### src/rtl/uart_pkt_tx_pkg.sv
// Shared definitions for the miner->host packet framer: sync byte, frame type codes
// and the framer state encoding.
`default_nettype none

package uart_pkt_tx_pkg;

  localparam logic [7:0] SYNC_BYTE_DEF = 8'hA5;

  localparam logic [7:0] PKT_NONCE  = 8'h01;
  localparam logic [7:0] PKT_STATUS = 8'h02;

  typedef enum logic [1:0] {
    IDLE      = 2'd0,
    REQ       = 2'd1,
    WAIT_DONE = 2'd2,
    FINISH    = 2'd3
  } state_t;

endpackage

`default_nettype wire

### src/rtl/uart_pkt_tx.sv
// Packet framer: turns one result word plus type code into SYNC, TYPE, payload (LSB first),
// XOR checksum, handed byte by byte to the UART transmitter over its DV/Active/Done handshake.
`default_nettype none

module uart_pkt_tx
  import uart_pkt_tx_pkg::*;
#(
  parameter int          PAYLOAD_BYTES = 8,
  parameter logic [7:0]  SYNC_BYTE     = SYNC_BYTE_DEF
) (
  input  logic                         i_Clock,
  input  logic                         i_n_Reset,
  input  logic                         i_Pkt_Valid,
  output logic                         o_Pkt_Ready,
  input  logic [7:0]                   i_Pkt_Type,
  input  logic [8*PAYLOAD_BYTES-1:0]   i_Pkt_Data,
  output logic                         o_Tx_DV,
  output logic [7:0]                   o_Tx_Byte,
  input  logic                         i_Tx_Active,
  input  logic                         i_Tx_Done,
  output logic                         o_Busy,
  output logic                         o_Pkt_Sent
);

  localparam int IDX_W = $clog2(PAYLOAD_BYTES + 3);
  localparam int SEL_W = (PAYLOAD_BYTES > 1) ? $clog2(PAYLOAD_BYTES) : 1;
  localparam logic [IDX_W-1:0] LAST_IDX = IDX_W'(PAYLOAD_BYTES + 2);

  state_t                       state;
  state_t                       state_nxt;
  logic [IDX_W-1:0]             idx;
  logic [IDX_W-1:0]             idx_nxt;
  logic [SEL_W-1:0]             sel;
  logic [7:0]                   type_q;
  logic [7:0]                   cksum;
  logic [7:0]                   tx_byte;
  logic [7:0]                   next_byte;
  logic [8*PAYLOAD_BYTES-1:0]   data_q;
  logic                         accept;
  logic                         load_next;

  assign accept    = i_Pkt_Valid && (state == IDLE);
  assign load_next = (state == WAIT_DONE) && i_Tx_Done && (idx != LAST_IDX);
  assign idx_nxt   = idx + IDX_W'(1);
  // Frame positions 2..N+1 carry the payload, so the byte select is offset by two.
  assign sel       = SEL_W'(idx_nxt - IDX_W'(2));

  always_comb begin
    next_byte = cksum;
    if (idx_nxt == IDX_W'(1)) begin
      next_byte = type_q;
    end else if (idx_nxt != LAST_IDX) begin
      next_byte = data_q[{sel, 3'b000} +: 8];
    end
  end

  always_ff @(posedge i_Clock) begin
    if (!i_n_Reset) begin
      state <= IDLE;
    end else begin
      state <= state_nxt;
    end
  end

  always_comb begin
    state_nxt = state;
    case (state)
      IDLE:      if (i_Pkt_Valid) state_nxt = REQ;
      // DV stays asserted until the transmitter shows Active; a late Done is not looked at here.
      REQ:       if (i_Tx_Active) state_nxt = WAIT_DONE;
      WAIT_DONE: if (i_Tx_Done)   state_nxt = (idx == LAST_IDX) ? FINISH : REQ;
      FINISH:    state_nxt = IDLE;
      default:   state_nxt = IDLE;
    endcase
  end

  always_ff @(posedge i_Clock) begin
    if (!i_n_Reset) begin
      type_q  <= 8'h00;
      data_q  <= '0;
      cksum   <= 8'h00;
      idx     <= '0;
      tx_byte <= 8'h00;
    end else if (accept) begin
      type_q  <= i_Pkt_Type;
      data_q  <= i_Pkt_Data;
      cksum   <= 8'h00;
      idx     <= '0;
      tx_byte <= SYNC_BYTE;
    end else if (load_next) begin
      idx     <= idx_nxt;
      tx_byte <= next_byte;
      if (idx_nxt != LAST_IDX) begin
        cksum <= cksum ^ next_byte;
      end
    end
  end

  assign o_Pkt_Ready = (state == IDLE);
  assign o_Tx_DV     = (state == REQ);
  assign o_Tx_Byte   = tx_byte;
  assign o_Busy      = (state != IDLE);
  assign o_Pkt_Sent  = (state == FINISH);

endmodule

`default_nettype wire
### config.mk
export PLATFORM = sky130hd
export DESIGN_NAME = uart_pkt_tx
export DESIGN_NICKNAME = d
export VERILOG_FILES = /design/src/rtl/uart_pkt_tx_pkg.sv /design/src/rtl/uart_pkt_tx.sv
export SDC_FILE = /design/constraint.sdc
export NUM_CORES = 1
export LEC_CHECK = 0
export ABC_AREA = 1
export BUFFER_PORTS_ARGS = -buffer_cell sky130_fd_sc_hd__buf_4
export CAP_MARGIN = 10
export CORE_AREA = 3 3 87 130
export CTS_BUF_LIST = sky130_fd_sc_hd__clkbuf_4
export DETAILED_ROUTE_END_ITERATION = 8
export DIE_AREA = 0 0 90 133
export GPL_ROUTABILITY_DRIVEN = 0
export GPL_TIMING_DRIVEN = 1
export PLACE_DENSITY = 0.67
export SLEW_MARGIN = 20
export SYNTH_ARGS = -nofsm -noshare
export SYNTH_HDL_FRONTEND = slang
export SYNTH_SLANG_ARGS = --single-unit
### constraint.sdc
create_clock -name i_Clock -period 4.1 [get_ports i_Clock]
set_input_delay 0.205 -clock i_Clock [delete_from_list [all_inputs] [get_ports i_Clock]]
set_output_delay 0.205 -clock i_Clock [all_outputs]
set_load 0.005 [all_outputs]
==> results of run 1 <==
## metrics by stage
stage / instances / total power, mW / hold WS, ns / worst slack, ns / area (µm²)
floorplan: 683 / 1.325 / 0.3399 / 2.003 / 4553
detailed placement: 878 / 1.473 / 0.4347 / 1.604 / 5235
global route: 938 / 2.142 / 0.005296 / 1.276 / 5823
CTS: 937 / 2.038 / 0.0009998 / 1.580 / 5821
global placement: 878 / 1.466 / 0.4288 / 1.709 / 5235
finish: 938 / 2.022 / 0.01325 / 1.564 / 5823
## cell type report
cell class              instances  area [µm²]  area share (%)
diodes                          1       2.502         0.04297
clock buffers                   9       67.56           1.160
clock inverters                 6       77.57           1.332
inverters                      66       247.7           4.254
multi-input cells             486        2246           38.57
flip-flops and latches         94        1882           32.32
well taps                     141       176.4           3.030
repair buffers                135        1124           19.30
## registers in the layout, summed over array words and instances, names as in the netlist
| register | flops |
|---|---|
| idx | 4 |
| cksum | 8 |
| state | 2 |
| o_Tx_Byte | 8 |
| type_q | 8 |
| data_q | 64 |
## worst max-delay path: stages, from the launching register on
cell and delay [ns]:
dfxtp_1 0.34, inv_2 0.33, ha_1 0.50, inv_2 0.36
nand3_2 0.18, nand2_4 0.15, inv_2 0.07, nand2_1 0.06
nand3_1 0.08, nand2_1 0.11, nand3_1 0.08, nand2_1 0.08
inv_1 0.04, nor2_1 0.09
## synthesized netlist by cell type (all sizes together)
master	instances	share of area [%]
inv	66	5.4
nand3b	5	0.82
nand4	5	0.69
buf	17	2.2
nand3	38	4.7
a21oi	44	4.9
nor2	119	11
dfxtp	94	41
nor3	3	0.58
nand2	174	15
a211oi	1	0.16
o21ai	91	10
a31oi	1	0.14
or2	1	0.14
clkbuf	20	1.7
ha	4	1.1
## report_power, final
group	internal, mW	total [mW]	switching (mW)
clock network	0.238	0.535	0.297
logic	0.190	0.441	0.251
registers	1.00	1.05	0.0424
total	1.43	2.02	0.590
## cells by family after synthesis
kind of cell	share of synthesized area, %
adders and majority gates	1.099
DFF	41.33
buffers and inverters	9.343
AOI/OAI and AO/OA	15.22
and+or+nand+nor	33.00
## final timing paths
path | startpoint | slack (ns) | endpoint | cells past startpoint
hold / removal | i_Pkt_Data[48] | 0.01 | data_q[48] | 3
setup reg to reg | idx[0] | 1.56 | cksum[0] | 13
setup / recovery | idx[0] | 1.56 | cksum[0] | 13
hold reg to reg | data_q[35] | 0.46 | data_q[35] | 2
## metal layers
metal | part of all wire, % | routed length [µm]
met4 | 2.0 | 239
met3 | 3.5 | 430
met1 | 42 | 5095
met5 | 0 | 0
met2 | 52 | 6369
==> metrics.md, run 1 <==
| Metric | Value |
|---|---|
| Status | `completed` |
| Setup Skew | `~0.019 ns` |
| Fraction of layout cells with a size suffix above 1 | `around 17%` |
| Grt met3 use | `between 2 and 2.5%` |
| Commonest cells after routing, fill and taps aside | `nand2_1, nor2_1, dfxtp_1` |
| Post-layout util | `56.83%` |
| Setup bufs post-CTS | `0` |
| Slew headroom | `roughly 40%` |
| DR pass1 iterations | `5` |
| Worst-Margin Slew | `0.9147 ns` |
| Initial antenna violation count | `1` |
| Pwr dens | `347.2 mW/mm²` |
| Met1 usage | `25.01%` |
| Cell Rows | `45` |
| Via density | `4.855` |
| Die area | `~0.012 mm²` |
| Die height | `roughly 130 µm` |
| Clk sinks | `between 90 and 100` |
| Worst-path clk slew | `~0.14 ns` |
| GR Util All Layers | `~21%` |
| Final wirelength | `around 12,000 µm` |
| CP Capture Type | `flip-flop` |
| Final Cycle Share | `61.86%` |
| # Max-Cap Violations | `0` |
| Sequential element share of the synthesized area | `about two fifths` |
| RSZ-0062 raised after global routing | `false` |
| Die Wd | `roughly 90 µm` |
| Fin crit period | `~2.5 ns` |
| Max VDD drop | `177.7 µV` |
| Total negative slack | `0 ns` |
| # resized after CTS | `0` |
| Dpl hpwl | `roughly 8500 µm` |
| Detail Route Antenna Nets | `0` |
| CTS tree | `built` |
| Pin count of the biggest net entering global routing | `74` |
| Root Driver | `clkbuf_4` |
| Detailed Route Iter0 Violations | `~250` |
| GR peak layer | `met2` |
| LEAKAGE | `between 2 and 3 nW` |
| FILL cells | `~1,000` |
| Yosys reg bits | `94` |
| GR Layer Usage met2 | `36.76%` |
| DRC errors left | `0` |
| Grt total ovfl | `0` |
| # H-tree levels | `3` |
| I/O pin cnt | `between 80 and 90` |
| Starting density of the core | `between 40% and 50%` |
| Final hold vios | `0` |
| Cells after synthesis | `683` |
| Layout Nets | `873` |
| Setup violators final | `0` |
| Synth Net Count | `764` |
| Crit path arrival time | `2.95 ns` |
| CP max FO | `27` |
| Ys Warns | `0` |
| Post-Syn Area per Cell | `6.666 µm²` |
| Vias in the first global route | `~4,300` |
| Final Max Slew Viols | `0` |
| Core Region | `0.01025 mm²` |
| Synth cell types | `29` |
| CTS buffer count | `9` |
| Clock Tree Buf Depth | `2` |
| Fmax | `394.3 MHz` |
| Setup CP Type | `reg2reg` |
| Hold_buf cts | `44` |
| Wire per inst | `approximately 13 µm` |
| Required time of the critical path | `between 4 and 5 ns` |
| I/O Buffers | `88` |
| First-pass GRT wire length | `just over 20,000 µm` |
| Post-Syn Area | `between 0.004 and 0.005 mm²` |
| Worst Hold Class | `in2reg` |
| Crit path launch type | `flip-flop` |
| Most common cell after layout, fill and taps aside | `nand2_1` |
| Skew-Pair Late Insertion Delay | `approximately 0.46 ns` |
| Synth-to-layout area growth | `27.89%` |
| Vias | `approximately 4,600` |
(Power assumes the default switching activity.)
==> run 2: changes to the inputs <==
--- a/config.mk
+++ b/config.mk
@@ -14,7 +14,7 @@
 export DIE_AREA = 0 0 90 133
 export GPL_ROUTABILITY_DRIVEN = 0
 export GPL_TIMING_DRIVEN = 1
-export PLACE_DENSITY = 0.67
+export PLACE_DENSITY = 0.69
 export SLEW_MARGIN = 20
 export SYNTH_ARGS = -nofsm -noshare
 export SYNTH_HDL_FRONTEND = slang
==> constraint.sdc (replaced) <==
create_clock -name i_Clock -period 2.1 [get_ports i_Clock]
set_input_delay 0.105 -clock i_Clock [delete_from_list [all_inputs] [get_ports i_Clock]]
set_output_delay 0.105 -clock i_Clock [all_outputs]
set_load 0.005 [all_outputs]
==> run 2 against run 1 <==
  * First-iteration DRC count fell by 6.5%
  * Sequential share of layout area fell by 2.2 points
  * Power rose by 97%
  * Cell count rose by 4.7%
  * Cell area rose by 7.4%
  * Worst hold slack barely moved
==> metrics.md, run 2 (synthesis gave the netlist of run 1 again) <==
| Metric | Value |
|---|---|
| Status | `completed` |
| Slew headroom | `71.43% (+32 points)` |
| Worst-Margin Slew | `0.4286 ns (-0.4861 ns)` |
| Slowest-stage cell, CP | `dfxtp_2` |
| Clk sinks | `94 (unchanged)` |
| Crit path launch type | `flip-flop` |
| CP Capture Type | `flip-flop` |
| Grt total ovfl | `0 (unchanged)` |
| Setup CP Type | `reg2reg` |
| Layout Nets | `917 (+5.0%)` |
| Clk pwr share | `24.8% (-1.7 points)` |
| Sw power | `1.223 mW (+110%)` |
| Root Driver | `clkbuf_4` |
| Power Total | `3.982 mW (+97%)` |
| Dpl hpwl | `8889 µm (+5.1%)` |
| Final Cycle Share | `92.94% (+31 points)` |
| Wire per inst | `13.06 µm (+0.93%)` |
| Setup violators final | `0 (unchanged)` |
| Post-route setup slack | `0.1482 ns (-1.416 ns)` |
| Gate power share | `23.9% (+2.1 points)` |
| Required time of the critical path | `2.45 ns (-2.06 ns)` |
| Initial antenna violation count | `0 (-1)` |
| Detailed Route Iter0 Violations | `230 (-6.5%)` |
| Detail Route Antenna Nets | `0 (unchanged)` |
| Skew-Pair Late Insertion Delay | `0.45 ns (about the same)` |
| Fmax | `512.3 MHz (+30%)` |
| Final hold vios | `0 (unchanged)` |
| Worst Path Buf+Inv | `4 (unchanged)` |
| I/O pin cnt | `89 (unchanged)` |
| Most frequent CP cell | `nand2_1` |
| Pin count of the biggest net entering global routing | `73 (-1.4%)` |
| Non-Filler Instances | `982 (+4.7%)` |
| Fin crit period | `1.952 ns (-0.5845 ns)` |
| Vias in the first global route | `4,701 (+8.7%)` |
| Ant diodes | `0 (-1)` |
| First-pass GRT wire length | `21,160 µm (+3.9%)` |
| Max VDD drop | `328.3 µV (+85%)` |
| Worst-path clk slew | `0.15 ns (about the same)` |
| CP max FO | `15 (-44%)` |
| Max reg flops | `64 (unchanged)` |
| Final wirelength | `12,820 µm (+5.7%)` |
| LEAKAGE | `2.952 nW (+7.1%)` |
| Die Wd | `90 µm (unchanged)` |
| Final Max Slew Viols | `0 (unchanged)` |
| P_int | `2.759 mW (+93%)` |
| DRC errors left | `0 (unchanged)` |
| Post-placement worst setup slack | `0.1160 ns (-1.488 ns)` |
| # H-tree levels | `3 (unchanged)` |
| Delay-heaviest family, CP | `simple AND/OR/NAND/NOR gates` |
| Setup Skew | `0.01354 ns (-0.005226 ns)` |
| Starting density of the core | `44.43% (unchanged)` |
| Flop pwr share | `51.3% (-0.4 points)` |
| Pwr dens | `636.8 mW/mm² (+83%)` |
| Fraction of layout cells with a size suffix above 1 | `18.55% (+1.6 points)` |
| CTS tree | `built` |
| Commonest cells after routing, fill and taps aside | `nand2_1, nor2_1, buf_4` |
| Sw Share | `30.71% (+1.5 points)` |
| # Max-Cap Violations | `0 (unchanged)` |
| GR Util All Layers | `21.43% (+0.73 points)` |
| Synth-to-layout area growth | `37.32%` |
| Top reg by flops | `data_q` |
| Worst Hold Class | `in2reg` |
| Die area | `0.01197 mm² (unchanged)` |
| Clock Tree Buf Depth | `2 (unchanged)` |
| Crit path arrival time | `2.30 ns (-0.65 ns)` |
| Most common cell after layout, fill and taps aside | `nand2_1` |
| Via density | `4.883 (+0.57%)` |
| I/O Buffers | `88 (unchanged)` |
| Cells after DPL | `892 (+1.6%)` |
| CP cell instances | `buf_6, ha_2, inv_2, nand2_2, nand2_4, nor2_4, nand2_2, nand2_1, inv_1, nand2_1, nand2_1, o21ai_0, inv_1` |
| CP peak stage delay | `0.39 ns (-0.11 ns)` |
| CTS buffer count | `9 (unchanged)` |
| DR pass1 iterations | `4 (-1)` |
| Core Region | `0.01025 mm² (unchanged)` |
| R2r setup slk | `0.15 ns (-1.42 ns)` |
| Cell Rows | `45 (unchanged)` |
| Vias | `4,795 (+5.3%)` |
| Die height | `133 µm (unchanged)` |
## run 2: metrics by stage
step	instance area [µm²]	util (%)	TNS [ns]	hold WS [ns]
6_report	6252	61.01	0	0.01280
5_1_grt	6252	61.01	-0.001683	0.02020
4_1_cts	6222	60.72	0	0.002543
3_5_place_dp	5353	52.23	0	0.3319
3_3_place_gp	5353	52.23	0	0.3286
2_1_floorplan	4553	-	0	0.2399
## run 2: final cells by class
class,count,area [µm²]
clock inverters,7,71.32
multi-input cells,487,2265
flip-flops and latches,94,1883
fillers,944,3995
clock buffers,9,67.56
well taps,141,176.4
inverters,66,250.2
repair buffers,178,1539
## run 2: worst paths after layout
check                               start           end  cells past startpoint
worst max register to register     idx[0]  o_Tx_Byte[3]                     13
worst min-delay path            i_Tx_Done      state[1]                      4
worst max-delay path               idx[0]  o_Tx_Byte[3]                     13
worst min register to register  data_q[8]     data_q[8]                      2
## run 2: power by group through the flow
stage	combinational, mW	sequential, mW	clock, mW
floorplan	0.533	2.05	0
global placement	0.814	2.08	0
detailed placement	0.828	2.08	0
CTS	0.942	2.04	1.00
global route	1.07	2.06	1.06
finish	0.951	2.04	0.988
## run 2: worst reg2reg max path, cell delays in order, from the launching register on
cell,delay [ns]
dfxtp_2,0.39
buf_6,0.16
ha_2,0.24
inv_2,0.05
nand2_2,0.11
nand2_4,0.11
nor2_4,0.12
nand2_2,0.14
nand2_1,0.10
inv_1,0.04
nand2_1,0.05
nand2_1,0.07
o21ai_0,0.19
inv_1,0.07
## run 2: timing repair
item                                    in CTS  in global routing
hold buffers                                73                  0
endpoints found under the hold margin       72                  0
endpoints found under the setup margin       0                 12
setup buffers                                0                  0
gates resized for setup                      0                  7
## run 2: metal layers
metal | share of wire [%] | global-route usage (%) | up-vias | wire [µm]
li1 | - | - | 2473 | -
met1 | 41 | 24.33 | 2146 | 5309
met2 | 51 | 38.88 | 143 | 6555
met3 | 4.2 | 3.242 | 33 | 536
met4 | 3.3 | 10.31 | 0 | 420
met5 | 0 | 0 | - | 0
